**src/rtl/graph_pkg.sv**
```systemverilog
// Shared constants, encodings and helpers for the graph path-search scheduler.
package graph_pkg;

    localparam int unsigned NODE_W    = 7;
    localparam int unsigned LEVEL_W   = 4;
    localparam int unsigned NUM_NODES = 65;

    // Response status encoding
    typedef enum logic [1:0] {
        RSP_FOUND     = 2'b00,
        RSP_NOT_FOUND = 2'b01,
        RSP_RANGE_ERR = 2'b10,
        RSP_TIMEOUT   = 2'b11
    } rsp_status_e;

    // Scheduler states
    typedef enum logic [2:0] {
        S_IDLE   = 3'd0,
        S_CHECK  = 3'd1,
        S_LAUNCH = 3'd2,
        S_WAIT   = 3'd3,
        S_RESP   = 3'd4
    } sched_state_e;

    // True when a node index addresses an existing node
    function automatic logic node_ok(input logic [NODE_W-1:0] n);
        return (32'(n) < NUM_NODES);
    endfunction

    // A zero level limit selects the default limit
    function automatic logic [LEVEL_W-1:0] eff_limit(input logic [LEVEL_W-1:0] lim,
                                                     input logic [LEVEL_W-1:0] def);
        return (lim == '0) ? def : lim;
    endfunction

endpackage

```
**src/rtl/graph_rr_arbiter.sv**
```systemverilog
// Combinational round-robin arbiter: first request at or after ptr_i, wrapping.
module graph_rr_arbiter #(
    parameter int unsigned NUM_REQ = 4,
    localparam int unsigned IDX_W  = (NUM_REQ > 1) ? $clog2(NUM_REQ) : 1
) (
    input  logic [NUM_REQ-1:0] req_i,
    input  logic [IDX_W-1:0]   ptr_i,
    output logic [NUM_REQ-1:0] gnt_o,
    output logic [IDX_W-1:0]   idx_o,
    output logic               valid_o
);

    logic [IDX_W-1:0] slot;

    // Scan from the pointer and take the first set request
    always_comb begin
        gnt_o   = '0;
        idx_o   = '0;
        valid_o = 1'b0;
        slot    = '0;
        for (int unsigned i = 0; i < NUM_REQ; i++) begin
            slot = IDX_W'((32'(ptr_i) + i) % NUM_REQ);
            if (!valid_o && req_i[slot]) begin
                valid_o     = 1'b1;
                gnt_o[slot] = 1'b1;
                idx_o       = slot;
            end
        end
    end

endmodule

```
**src/rtl/graph_search_sched.sv**
```systemverilog
// Scheduler in front of the graph path-search engine: arbitrates requests,
// validates them, runs one engine search at a time and returns a tagged response.
// Optional WAIT timeout with engine abort: define GRAPH_SCHED_TIMEOUT_EN.
module graph_search_sched
    import graph_pkg::*;
#(
    parameter int unsigned NUM_REQ       = 4,
    parameter int unsigned MAX_LEVEL_DEF = 10,
    parameter int unsigned TIMEOUT_CYC   = 16384
) (
    input  logic                         CLK,
    input  logic                         RST,
    input  logic [NUM_REQ-1:0]           req_valid,
    output logic [NUM_REQ-1:0]           req_ready,
    input  logic [NUM_REQ*NODE_W-1:0]    req_start,
    input  logic [NUM_REQ*NODE_W-1:0]    req_end,
    input  logic [NUM_REQ*LEVEL_W-1:0]   req_max_lvl,
    output logic                         rsp_valid,
    input  logic                         rsp_ready,
    output logic [$clog2(NUM_REQ)-1:0]   rsp_id,
    output logic [1:0]                   rsp_status,
    output logic [LEVEL_W-1:0]           rsp_level,
    output logic                         eng_start,
    output logic [NODE_W-1:0]            eng_start_pt,
    output logic [NODE_W-1:0]            eng_end_pt,
    output logic [LEVEL_W-1:0]           eng_max_lvl,
    output logic                         eng_abort,
    input  logic                         eng_done,
    input  logic                         eng_fail,
    input  logic [LEVEL_W-1:0]           eng_level
);

    localparam int unsigned ID_W = $clog2(NUM_REQ);
    localparam logic [LEVEL_W-1:0] LVL_DEF = LEVEL_W'(MAX_LEVEL_DEF);

    // Parameter sanity: pointer needs >=2 requesters, timeout must fit the 15-bit counter
    if (NUM_REQ < 2 || TIMEOUT_CYC < 2 || TIMEOUT_CYC > 32768) begin : g_bad_param
        $error("graph_search_sched: NUM_REQ or TIMEOUT_CYC out of range");
    end

    sched_state_e        state_q, state_d;
    logic [ID_W-1:0]     ptr_q, ptr_d;
    logic [ID_W-1:0]     id_q, id_d;
    logic [NODE_W-1:0]   start_q, start_d;
    logic [NODE_W-1:0]   end_q, end_d;
    logic [LEVEL_W-1:0]  lim_q, lim_d;
    logic                eng_start_q, eng_start_d;
    logic [NODE_W-1:0]   eng_start_pt_q, eng_start_pt_d;
    logic [NODE_W-1:0]   eng_end_pt_q, eng_end_pt_d;
    logic [LEVEL_W-1:0]  eng_max_lvl_q, eng_max_lvl_d;
    logic                rsp_valid_q, rsp_valid_d;
    rsp_status_e         rsp_status_q, rsp_status_d;
    logic [LEVEL_W-1:0]  rsp_level_q, rsp_level_d;

`ifdef GRAPH_SCHED_TIMEOUT_EN
    localparam logic [14:0] TMO_LAST = 15'(TIMEOUT_CYC - 1);
    logic [14:0]         tmo_cnt_q, tmo_cnt_d;
    logic                eng_abort_q, eng_abort_d;
`endif

    logic [NUM_REQ-1:0]  arb_gnt;
    logic [ID_W-1:0]     arb_idx;
    logic                arb_any;
    logic [NODE_W-1:0]   sel_start;
    logic [NODE_W-1:0]   sel_end;
    logic [LEVEL_W-1:0]  sel_lim;

    graph_rr_arbiter #(
        .NUM_REQ (NUM_REQ)
    ) u_arb (
        .req_i   (req_valid),
        .ptr_i   (ptr_q),
        .gnt_o   (arb_gnt),
        .idx_o   (arb_idx),
        .valid_o (arb_any)
    );

    // Mux out the granted requester's payload
    always_comb begin
        sel_start = '0;
        sel_end   = '0;
        sel_lim   = '0;
        for (int unsigned i = 0; i < NUM_REQ; i++) begin
            if (arb_idx == ID_W'(i)) begin
                sel_start = req_start[i*NODE_W +: NODE_W];
                sel_end   = req_end[i*NODE_W +: NODE_W];
                sel_lim   = req_max_lvl[i*LEVEL_W +: LEVEL_W];
            end
        end
    end

    // Next-state and output decode
    always_comb begin
        state_d        = state_q;
        ptr_d          = ptr_q;
        id_d           = id_q;
        start_d        = start_q;
        end_d          = end_q;
        lim_d          = lim_q;
        eng_start_d    = 1'b0;
        eng_start_pt_d = eng_start_pt_q;
        eng_end_pt_d   = eng_end_pt_q;
        eng_max_lvl_d  = eng_max_lvl_q;
        rsp_valid_d    = rsp_valid_q;
        rsp_status_d   = rsp_status_q;
        rsp_level_d    = rsp_level_q;
        req_ready      = '0;
`ifdef GRAPH_SCHED_TIMEOUT_EN
        tmo_cnt_d      = tmo_cnt_q;
        eng_abort_d    = 1'b0;
`endif
        unique case (state_q)
            S_IDLE: begin
                req_ready = arb_gnt;
                if (arb_any) begin
                    id_d    = arb_idx;
                    start_d = sel_start;
                    end_d   = sel_end;
                    lim_d   = sel_lim;
                    ptr_d   = (arb_idx == ID_W'(NUM_REQ - 1)) ? '0 : ID_W'(arb_idx + 1'b1);
                    state_d = S_CHECK;
                end
            end
            S_CHECK: begin
                if (!node_ok(start_q) || !node_ok(end_q)) begin
                    rsp_status_d = RSP_RANGE_ERR;
                    rsp_level_d  = '0;
                    rsp_valid_d  = 1'b1;
                    state_d      = S_RESP;
                end else if (start_q == end_q) begin
                    rsp_status_d = RSP_FOUND;
                    rsp_level_d  = '0;
                    rsp_valid_d  = 1'b1;
                    state_d      = S_RESP;
                end else begin
                    eng_start_pt_d = start_q;
                    eng_end_pt_d   = end_q;
                    eng_max_lvl_d  = eff_limit(lim_q, LVL_DEF);
                    eng_start_d    = 1'b1;
                    state_d        = S_LAUNCH;
                end
            end
            S_LAUNCH: begin
`ifdef GRAPH_SCHED_TIMEOUT_EN
                tmo_cnt_d = '0;
`endif
                state_d = S_WAIT;
            end
            S_WAIT: begin
`ifdef GRAPH_SCHED_TIMEOUT_EN
                tmo_cnt_d = tmo_cnt_q + 15'd1;
`endif
                if (eng_done) begin
                    rsp_status_d = RSP_FOUND;
                    rsp_level_d  = eng_level;
                    rsp_valid_d  = 1'b1;
                    state_d      = S_RESP;
                end else if (eng_fail) begin
                    rsp_status_d = RSP_NOT_FOUND;
                    rsp_level_d  = '0;
                    rsp_valid_d  = 1'b1;
                    state_d      = S_RESP;
                end
`ifdef GRAPH_SCHED_TIMEOUT_EN
                else if (tmo_cnt_q == TMO_LAST) begin
                    eng_abort_d  = 1'b1;
                    rsp_status_d = RSP_TIMEOUT;
                    rsp_level_d  = '0;
                    rsp_valid_d  = 1'b1;
                    state_d      = S_RESP;
                end
`endif
            end
            S_RESP: begin
                if (rsp_ready) begin
                    rsp_valid_d = 1'b0;
                    state_d     = S_IDLE;
                end
            end
            default: state_d = S_IDLE;
        endcase
    end

    // State and output registers
    always_ff @(posedge CLK) begin
        if (RST) begin
            state_q        <= S_IDLE;
            ptr_q          <= '0;
            id_q           <= '0;
            start_q        <= '0;
            end_q          <= '0;
            lim_q          <= '0;
            eng_start_q    <= 1'b0;
            eng_start_pt_q <= '0;
            eng_end_pt_q   <= '0;
            eng_max_lvl_q  <= '0;
            rsp_valid_q    <= 1'b0;
            rsp_status_q   <= RSP_FOUND;
            rsp_level_q    <= '0;
        end else begin
            state_q        <= state_d;
            ptr_q          <= ptr_d;
            id_q           <= id_d;
            start_q        <= start_d;
            end_q          <= end_d;
            lim_q          <= lim_d;
            eng_start_q    <= eng_start_d;
            eng_start_pt_q <= eng_start_pt_d;
            eng_end_pt_q   <= eng_end_pt_d;
            eng_max_lvl_q  <= eng_max_lvl_d;
            rsp_valid_q    <= rsp_valid_d;
            rsp_status_q   <= rsp_status_d;
            rsp_level_q    <= rsp_level_d;
        end
    end

`ifdef GRAPH_SCHED_TIMEOUT_EN
    // WAIT cycle counter and abort pulse
    always_ff @(posedge CLK) begin
        if (RST) begin
            tmo_cnt_q   <= '0;
            eng_abort_q <= 1'b0;
        end else begin
            tmo_cnt_q   <= tmo_cnt_d;
            eng_abort_q <= eng_abort_d;
        end
    end

    assign eng_abort = eng_abort_q;
`else
    assign eng_abort = 1'b0;
`endif

    assign rsp_valid    = rsp_valid_q;
    assign rsp_id       = id_q;
    assign rsp_status   = rsp_status_q;
    assign rsp_level    = rsp_level_q;
    assign eng_start    = eng_start_q;
    assign eng_start_pt = eng_start_pt_q;
    assign eng_end_pt   = eng_end_pt_q;
    assign eng_max_lvl  = eng_max_lvl_q;

endmodule
```
**config.mk**
```make
export PLATFORM = sky130hd
export DESIGN_NAME = graph_search_sched
export DESIGN_NICKNAME = d
export VERILOG_FILES = /design/src/rtl/graph_pkg.sv /design/src/rtl/graph_rr_arbiter.sv /design/src/rtl/graph_search_sched.sv
export SDC_FILE = /design/constraint.sdc
export NUM_CORES = 1
export LEC_CHECK = 0
export CAP_MARGIN = 0
export CORE_MARGIN = 2
export CORE_UTILIZATION = 30
export CTS_CLUSTER_SIZE = 8
export DETAILED_ROUTE_END_ITERATION = 8
export PLACE_DENSITY = 0.58
export SLEW_MARGIN = 20
export SYNTH_ARGS = -nofsm -noshare
export SYNTH_HDL_FRONTEND = slang
export SYNTH_SLANG_ARGS = --single-unit
export TNS_END_PERCENT = 30
```
**constraint.sdc**
```tcl
create_clock -name CLK -period 7.8 [get_ports CLK]
set_input_delay 1.56 -clock CLK [delete_from_list [all_inputs] [get_ports CLK]]
set_output_delay 1.56 -clock CLK [all_outputs]
set_load 0.005 [all_outputs]
```
==> run summary, run 1 <==
Vias: 3217
N_diodes: 0
Min-Delay Path Class: reg2reg
Most frequent cells after synthesis: dfxtp_1, a21oi_1, clkbuf_1
Site Rows: 37
Ports: 118
Total negative slack: 0 ns
Required time of the critical path: 6.24 ns
Top FF cell, synth: dfxtp_1
Most common cell in the synthesized netlist: dfxtp_1
RePlAce Congestion: 0.7983
Post-route DRC: 0
Clock-pin slew on the worst setup and hold paths: 0.09 ns
Largest net degree at the start of global routing: 51
Post-synthesis cell type count: 50
Layout cell share with drive strength beyond 1: 0.05821
Pins Over Slew Limit: 0
All-layer global routing usage: 0.1611
CTS root buf: clkbuf_8
Worst setup EP type: output pin
CTS Sinks: 51
Synth Cell Area: 0.003167 sq mm
Achievable frequency: 174.9 MHz
Deepest clock path buffer count: 2
Type of origin of the critical path: input port
H-tree level count: 2
Post-synthesis cell type with the largest combined area: dfxtp_1
Number of flops mapped to enable cells by yosys: 0
Status: complete, no violations
Die H: 106.7 um
Pwr dens: 387.6 mW/mm^2
Asr flop ratio synth: 0
Leak: 1.515 nW
Drt total wl: 9144 um
Min Clock Period, post-route: 5.718 ns
Hold_buf cts: 0
Vias per cell: 5.214
Maxcap violations: 0
Worst hold margin: 0.4821 ns
Synth top area share: 0.3224
VDD IR-drop max: 0.2218 mV
WL/cell: 14.82 um
Die X: 106.7 um
Fin. Hold Viols: 0
#FFs+latches synth: 51
Syn nets: 489
Global route total overflow: 0
CTS buffer count: 5
Critical-path maximum fanout: 13
Mean post-synth cell area: 8.058 sq um
Period utilisation layout: 0.7330
DR iter-0 viols: 120
Largest cells by area after synthesis: dfxtp_1, a21oi_1, a211oi_1, a221oi_1, nor3_1
Yosys warning count: 0
Final Non-Filler Cells: 617
Vias in the first global route: 3111
Post-CTS sizing: 0
Final #Nets: 576
Initial Utilization: 0.3081
Skew-Pair Late Insertion Delay: 0.31 ns
Clock skew: 0.01045 ns
Least-Margin Pin Slew: 0.9968 ns
Antenna-violating nets left: 0
Fillers: 1081
RSZ-0062 raised after global routing: no
Seq/Total Area, Yosys: 0.3224
Critical Path AT: 4.16 ns
CTS tree: yes
Slew margin rel.: 0.3355
Die Area: 0.01139 sq mm
CP Class: in2out
First-pass GRT wire length: 15040 um
Input/output buffers: 116
Initial antenna violation count: 0
Cells after synthesis: 393
Setup repair bufs after CTS: 0
Placed cell count: 609
Hpwl dp: 6869 um
Setup Viol. Count Final: 0
Core ar.: 0.01028 sq mm
First-pass detailed-route iteration total: 4
Area Overhead vs Synth: 41.45%
[area by class of cell]
type,instances,area (sq um),area share
well taps,136,170.2,0.03799
inverters,8,30.03,0.006704
clock inverters,3,46.29,0.01034
clock buffers,5,68.82,0.01536
flip-flops and latches,51,1021,0.2279
multi-input cells,295,1964,0.4385
repair buffers,119,1179,0.2631
[through the flow]
stage / util / setup slack [ns] / cell area (sq um) / total power [mW]
after global placement: 0.4233 / 1.849 / 4350 / 1.528
after detailed placement: 0.4233 / 1.713 / 4350 / 1.545
after floorplan: - / 3.497 / 3167 / 1.254
after CTS: 0.4345 / 2.067 / 4466 / 1.735
final: 0.4358 / 2.082 / 4479 / 1.736
after global routing: 0.4358 / 1.917 / 4479 / 1.914
[kinds of logic after synthesis]
group	count (synthesis)	synth area share
simple gates	137	0.2248
compound gates	132	0.2924
flops	51	0.3224
buf+inv	47	0.06242
fa+ha+maj	11	0.04346
xor+xnor	7	0.01936
mux	7	0.03398
other cells	1	0.001184
[state kept, by name, summed over array words and instances (netlist names)]
name / cells
ptr_q: 2
rsp_level: 4
eng_end_pt: 7
end_q: 7
rsp_valid: 1
eng_start: 1
start_q: 7
rsp_status: 2
eng_max_lvl: 4
rsp_id: 2
lim_q: 4
state_q: 3
eng_start_pt: 7
[report_power, final]
group	leakage, nW	internal, mW	switching (mW)	total, mW
clock network	0.0548	0.0967	0.0918	0.189
registers	0.418	0.336	0.0931	0.429
logic	1.04	0.491	0.627	1.12
[cells in the final DEF, fill, tap and decap left out, types with 2 or more instances in the layout]
cell type / netlist / layout
a211oi_1: 20 / 20
a21oi_1: 46 / 46
a221oi_1: 17 / 17
a22o_1: 8 / 8
a31oi_1: 3 / 3
a32oi_1: 2 / 2
buf_4: 2 / 3
clkbuf_8: 0 / 5
clkdlybuf4s50_1: 0 / 115
dfxtp_1: 51 / 51
ha_1: 11 / 11
inv_1: 8 / 8
mux2i_1: 4 / 4
mux4_2: 3 / 3
nand2_1: 13 / 13
nand2b_1: 4 / 4
nand3_1: 21 / 21
nand3b_1: 6 / 6
nand4_1: 2 / 2
nor2_1: 29 / 28
nor2b_1: 20 / 19
nor3_1: 28 / 28
nor4_1: 3 / 3
o211ai_1: 2 / 2
o21a_1: 2 / 2
o21ai_0: 3 / 3
o21ai_1: 16 / 16
o31ai_4: 2 / 2
or3_1: 4 / 4
or3b_2: 2 / 2
xnor2_1: 7 / 7
[critical path, cell delays in order]
cell and delay [ns]:
clkdlybuf4s50_1 0.71, or3b_1 0.39, a2111o_1 0.41, o211ai_1 0.25
nand2_1 0.12, a21oi_1 0.19, clkdlybuf4s50_1 0.53
[layer usage]
layer | track usage | wire length (um)
met1 | 0.2141 | 4205
met4 | 0.04731 | 178
met3 | 0.03222 | 525
met2 | 0.2643 | 4234
met5 | 0 | 0
[final timing paths]
check	startpoint	end	slack (ns)	cells after the start
max	req_valid[2]	req_ready[1]	2.08	7
min	rsp_level[3]$_SDFFE_PP0P_	rsp_level[3]$_SDFFE_PP0P_	0.48	1
max reg2reg	ptr_q[0]$_SDFFE_PP0P_	start_q[3]$_SDFFE_PP0P_	2.88	13
min reg2reg	rsp_level[3]$_SDFFE_PP0P_	rsp_level[3]$_SDFFE_PP0P_	0.48	1
(Power assumes the default switching activity.)
==> run 2: changes to the inputs <==
--- a/config.mk
+++ b/config.mk
@@ -10,7 +10,7 @@
 export CORE_UTILIZATION = 30
 export CTS_CLUSTER_SIZE = 8
 export DETAILED_ROUTE_END_ITERATION = 8
-export PLACE_DENSITY = 0.58
+export PLACE_DENSITY = 0.6
 export SLEW_MARGIN = 20
 export SYNTH_ARGS = -nofsm -noshare
 export SYNTH_HDL_FRONTEND = slang
==> constraint.sdc (replaced) <==
create_clock -name CLK -period 4.7 [get_ports CLK]
set_input_delay 0.94 -clock CLK [delete_from_list [all_inputs] [get_ports CLK]]
set_output_delay 0.94 -clock CLK [all_outputs]
set_load 0.005 [all_outputs]
==> run 2 against run 1 <==
Compared with the run above:
- register-to-register slack lost 2.2 ns
- hold slack better by 0.0024 ns
- sequential power up 59%
- clock power increased by 67%
- combinational power is 73% higher
- final cell count rose by 1.6%
- clock skew is 0.00093 ns lower
- global-route usage decreased by 0.61 points
- sequential cell count unchanged
- critical path depth stayed put
- core utilization grew 0.71 points
- via count fell by 0.56%
==> run summary, run 2 (synthesis results as in run 1) <==
Status: complete, no violations
Vias per cell: 5.102 (-2.1%)
Commonest non-fill, non-tap cells in the layout: clkdlybuf4s50_1, dfxtp_1, a21oi_1
Skew-Pair Late Insertion Delay: 0.31 ns (about the same)
Fin. Hold Viols: 0 (unchanged)
CTS buffer count: 5 (unchanged)
Drt total wl: 9056 um (-0.96%)
CTS Sinks: 51 (unchanged)
First-pass detailed-route iteration total: 4 (unchanged)
All-layer global routing usage: 0.1551 (-0.006060)
CTS tree: yes
Post-route DRC: 0 (unchanged)
Ports: 118 (unchanged)
Initial Utilization: 0.3081 (unchanged)
Largest net degree at the start of global routing: 51 (unchanged)
Min-Delay Path Class: reg2reg
Leak: 1.563 nW (+3.2%)
Worst Reg-to-Reg Cells: 13 (unchanged)
Vias: 3199 (-0.56%)
Die Area: 0.01139 sq mm (unchanged)
Endpoint, Worst Hold: eng_start_pt[4]$_SDFFE_PP0P_
RePlAce Congestion: 0.7756 (-2.8%)
WHS Path Cells: 2 (+1)
Critical-path maximum fanout: 9 (-4)
Type of origin of the critical path: input port
Min Clock Period, post-route: 4.305 ns
VDD IR-drop max: 0.3054 mV (+38%)
Pins Over Slew Limit: 0 (unchanged)
Area Overhead vs Synth: 43.74%
Final #Nets: 586 (+1.7%)
Input/output buffers: 116 (unchanged)
Initial antenna violation count: 0 (unchanged)
Clock skew: 0.009522 ns (-0.0009325 ns)
Worst setup EP type: output pin
RSZ-0062 raised after global routing: no
Pwr dens: 645.7 mW/mm^2 (+67%)
CP Class: in2out
Critical Path AT: 3.36 ns (-0.80 ns)
Global route total overflow: 0 (unchanged)
Deepest clock path buffer count: 2 (unchanged)
Total negative slack: 0 ns (unchanged)
Vias in the first global route: 3061 (-1.6%)
Antenna-violating nets left: 0 (unchanged)
Hpwl dp: 6857 um (-0.17%)
Hold_buf cts: 0 (unchanged)
Setup Viol. Count Final: 0 (unchanged)
Fillers: 1078 (-0.28%)
Hold Crit Start: eng_start_pt[4]$_SDFFE_PP0P_
Final Util: 0.4429 (+0.007061)
Layout cell share with drive strength beyond 1: 0.07536 (+0.01714)
Die X: 106.7 um (unchanged)
Site Rows: 37 (unchanged)
Worst reg2reg path startpoint: ptr_q[1]$_SDFFE_PP0P_
Setup repair bufs after CTS: 0 (unchanged)
CTS root buf: clkbuf_8
DR iter-0 viols: 116 (-3.3%)
RR Endpoint: end_q[3]$_SDFFE_PP0P_
Core ar.: 0.01028 sq mm (unchanged)
First-pass GRT wire length: 14580 um (-3.0%)
H-tree level count: 2 (unchanged)
Slew margin rel.: 0.2962 (-0.03931)
Period utilisation layout: 0.9159
WL/cell: 14.44 um (-2.5%)
Most common cell after layout, fill and taps aside: clkdlybuf4s50_1
R2r setup slk: 0.66 ns (-2.22 ns)
Achievable frequency: 232.3 MHz
Clock-pin slew on the worst setup and hold paths: 0.10 ns (about the same)
Die H: 106.7 um (unchanged)
N_diodes: 0 (unchanged)
Maxcap violations: 0 (unchanged)
Least-Margin Pin Slew: 1.056 ns (+0.05897 ns)
Post-CTS sizing: 0 (unchanged)
Required time of the critical path: 3.76 ns (-2.48 ns)
[run 2: changes by cell type in the layout (fill, tap and decap cells not counted)]
cell	before	now
nor2b_2	1	0
buf_4	3	13
nor2b_1	19	20
[run 2: final cells by class]
class | instances | area, sq um | share of cell area
Clock inverter | 3 | 46.29 | 0.01017
Timing Repair Buffer | 129 | 1254 | 0.2754
Clock buffer | 5 | 68.82 | 0.01512
Multi-Input combinational cell | 295 | 1962 | 0.4310
Tap cell | 136 | 170.2 | 0.03738
Sequential cell | 51 | 1021 | 0.2243
Inverter | 8 | 30.03 | 0.006597
[run 2: routing by layer]
metal  vias to the layer above  track usage  share of wire
met2                       117       0.2470           0.44
met3                        10      0.02918          0.070
met1                      1424       0.2155           0.47
li1                       1648            -              -
met4                         0      0.03989          0.015
met5                         -            0              0
[run 2: worst max path at each step]
stage                                      from                       to  slack [ns]  cells past startpoint
after detailed placement           req_valid[1]  start_q[4]$_SDFFE_PP0P_        0.16                     11
after CTS                          req_valid[0]             req_ready[3]        0.40                      8
final                              req_valid[1]             req_ready[0]        0.40                      7
after floorplan           ptr_q[0]$_SDFFE_PP0P_  start_q[2]$_SDFFE_PP0P_        0.77                     17
after global placement             req_valid[0]  start_q[4]$_SDFFE_PP0P_        0.30                     12
after global routing               req_valid[1]  start_q[4]$_SDFFE_PP0P_        0.11                     11
[run 2: where the power goes]
group / switching, mW / internal [mW]
clock network: 0.155 / 0.161
registers: 0.123 / 0.558
logic: 1.08 / 0.859
total: 1.36 / 1.58
[run 2: worst max-delay path: stages]
cell             delay (ns)
clkdlybuf4s50_1        0.53
mux4_2                 0.58
nor2b_1                0.36
a22o_1                 0.19
mux2i_1                0.06
a21oi_1                0.17
clkdlybuf4s50_1        0.52
[run 2: through the flow]
stage	hold slack (ns)	area (sq um)	std cells	total power [mW]	setup slack, ns
after global routing	0.5080	4552	627	3.227	0.1122
final	0.4846	4552	627	2.939	0.3950
after global placement	0.4601	4425	619	2.595	0.3049
after detailed placement	0.4633	4425	619	2.628	0.1585
after floorplan	0.4663	3167	393	2.080	0.7691
after CTS	0.4880	4541	627	2.955	0.4001
==> run 3: changes to the inputs <==
--- a/config.mk
+++ b/config.mk
@@ -5,12 +5,13 @@
 export SDC_FILE = /design/constraint.sdc
 export NUM_CORES = 1
 export LEC_CHECK = 0
+export ABC_CLOCK_PERIOD_IN_PS = 4000
 export CAP_MARGIN = 0
 export CORE_MARGIN = 2
 export CORE_UTILIZATION = 30
 export CTS_CLUSTER_SIZE = 8
 export DETAILED_ROUTE_END_ITERATION = 8
-export PLACE_DENSITY = 0.6
+export PLACE_DENSITY = 0.58
 export SLEW_MARGIN = 20
 export SYNTH_ARGS = -nofsm -noshare
 export SYNTH_HDL_FRONTEND = slang
==> constraint.sdc (replaced) <==
create_clock -name CLK -period 4 [get_ports CLK]
set_input_delay 0.8 -clock CLK [delete_from_list [all_inputs] [get_ports CLK]]
set_output_delay 0.8 -clock CLK [all_outputs]
set_load 0.005 [all_outputs]
==> run 3 against run 2 <==
Compared with the run above:
- sequential power up 18%
- non-clock buffer count up 6
- critical path type unchanged
- combinational power up 21%
- final area up 1.6%
==> run summary, run 3 (synthesis results as in run 1) <==
Status: complete, no violations
All-layer global routing usage: 0.1561 (+0.001064)
Hpwl dp: 6913 um (+0.82%)
Pins Over Slew Limit: 0 (unchanged)
NetSw: 1.614 mW (+19%)
Internal power: 1.905 mW (+21%)
Clock skew: 0.007373 ns (-0.002149 ns)
Fin. Hold Viols: 0 (unchanged)
Vias per cell: 5.065 (-0.73%)
CTS root buf: clkbuf_8
Ports: 118 (unchanged)
Maxcap violations: 0 (unchanged)
CTS Sinks: 51 (unchanged)
Crit-path cells: clkdlybuf4s50_1 -> or3b_1 -> a2111o_1 -> o211ai_1 -> buf_4 -> nand2_1 -> a21oi_1 -> clkdlybuf4s50_1
Layout cell share with drive strength beyond 1: 0.08652 (+0.01116)
Least-Margin Pin Slew: 0.7773 ns (-0.2785 ns)
Fillers: 1077 (-0.093%)
Dpl ws: 0.06246 ns (-0.09602 ns)
CP most frequent cell: clkdlybuf4s50_1
CP Class: in2out
Die Area: 0.01139 sq mm (unchanged)
Setup Viol. Count Final: 0 (unchanged)
Clk pwr share: 0.104 (-0.003)
Achievable frequency: 255.9 MHz
Total negative slack: 0 ns (unchanged)
Type of origin of the critical path: input port
Die H: 106.7 um (unchanged)
Core ar.: 0.01028 sq mm (unchanged)
RSZ-0062 raised after global routing: no
Vias in the first global route: 3022 (-1.3%)
Switching share of total power: 0.4588 (-0.004502)
Post-route DRC: 0 (unchanged)
Initial Utilization: 0.3081 (unchanged)
Most common cell after layout, fill and taps aside: clkdlybuf4s50_1
Required time of the critical path: 3.20 ns (-0.56 ns)
Antenna-violating nets left: 0 (unchanged)
Leak: 1.624 nW (+3.9%)
CTS buffer count: 5 (unchanged)
Drt total wl: 9146 um (+0.99%)
Worst setup EP type: output pin
Hold_buf cts: 0 (unchanged)
Input/output buffers: 116 (unchanged)
First-pass GRT wire length: 14580 um (unchanged)
Initial antenna violation count: 0 (unchanged)
Vias: 3206 (+0.22%)
Clock-pin slew on the worst setup and hold paths: 0.09 ns (about the same)
Min Clock Period, post-route: 3.907 ns
Final WS setup: 0.09296 ns (-0.3021 ns)
Slew margin rel.: 0.4818 (+0.1856)
Pwr dens: 760.6 mW/mm^2 (+18%)
Final #Nets: 592 (+1.0%)
CP max stage cell: clkdlybuf4s50_1
N_diodes: 0 (unchanged)
Global route total overflow: 0 (unchanged)
Die X: 106.7 um (unchanged)
Site Rows: 37 (unchanged)
Critical Path AT: 3.11 ns (-0.25 ns)
Seq pwr share: 0.228 (-0.004)
CTS tree: yes
H-tree level count: 2 (unchanged)
Min-Delay Path Class: reg2reg
Critical-path maximum fanout: 5 (-4)
Logic pwr share: 0.668 (+0.007)
Deepest clock path buffer count: 2 (unchanged)
Skew-Pair Late Insertion Delay: 0.31 ns (about the same)
WL/cell: 14.45 um (about the same)
Area Overhead vs Synth: 46.11%
VDD IR-drop max: 0.2986 mV (-2.2%)
First-pass detailed-route iteration total: 5 (+1)
RePlAce Congestion: 0.7934 (+2.3%)
Period utilisation layout: 0.9768
Commonest non-fill, non-tap cells in the layout: clkdlybuf4s50_1, dfxtp_1, a21oi_1
DR iter-0 viols: 104 (-10%)
Largest net degree at the start of global routing: 41 (-20%)
Worst path max stage delay: 0.52 ns (-0.06 ns)
[run 3: layer usage]
layer,GRT usage,up-vias,share of wire
met5,0,-,0
met4,0.04082,0,0.012
met3,0.02979,9,0.051
met2,0.2534,78,0.45
met1,0.2126,1452,0.49
li1,-,1667,-
[run 3: worst paths after layout]
| path | start | end | slack [ns] | depth (start not counted) |
|---|---|---|---|---|
| setup / recovery | req_valid[2] | req_ready[3] | 0.09 | 8 |
| hold / removal | rsp_level[2]$_SDFFE_PP0P_ | rsp_level[2]$_SDFFE_PP0P_ | 0.48 | 1 |
| setup reg to reg | ptr_q[1]$_SDFFE_PP0P_ | start_q[3]$_SDFFE_PP0P_ | 0.52 | 14 |
| hold reg to reg | rsp_level[2]$_SDFFE_PP0P_ | rsp_level[2]$_SDFFE_PP0P_ | 0.48 | 1 |
[run 3: worst max-delay path: cells and delay by family]
| family | cells | cell delay, ns |
|---|---|---|
| AO/OA/AOI/OAI | 3 | 0.68 |
| buffers and inverters | 3 | 1.21 |
| AND/OR/NAND/NOR | 2 | 0.42 |
[run 3: area by class of cell]
class                   instances  area [sq um]  area share
clock buffers                   5         68.82     0.01487
multi-input cells             295          1962      0.4240
clock inverters                 3         46.29     0.01001
flip-flops and latches         51          1021      0.2207
repair buffers                135          1329      0.2872
inverters                       8         30.03    0.006490
well taps                     136         170.2     0.03678
[run 3: through the flow]
step	util	instance area (sq um)	cells	hold WS, ns	total power [mW]
after floorplan	-	3167	393	0.4663	2.445
after global placement	0.4367	4488	624	0.4586	3.123
after detailed placement	0.4367	4488	624	0.4548	3.163
after CTS	0.4479	4603	632	0.4854	3.540
after global routing	0.4502	4627	633	0.4955	3.866
final	0.4502	4627	633	0.4772	3.519
[run 3: power by group through the flow]
| stage | clock (mW) | sequential, mW | combinational [mW] |
|---|---|---|---|
| 6_report | 0.368 | 0.802 | 2.35 |
| 5_1_grt | 0.399 | 0.826 | 2.64 |
| 4_1_cts | 0.385 | 0.802 | 2.35 |
| 3_5_place_dp | 0 | 0.814 | 2.35 |
| 3_3_place_gp | 0 | 0.811 | 2.31 |
| 2_1_floorplan | 0 | 0.786 | 1.66 |
[run 3: repair_timing]
item | in CTS | in global routing
buffers inserted | 0 | 1
endpoints found under the setup margin | 0 | 2
gates resized for setup | 0 | 2
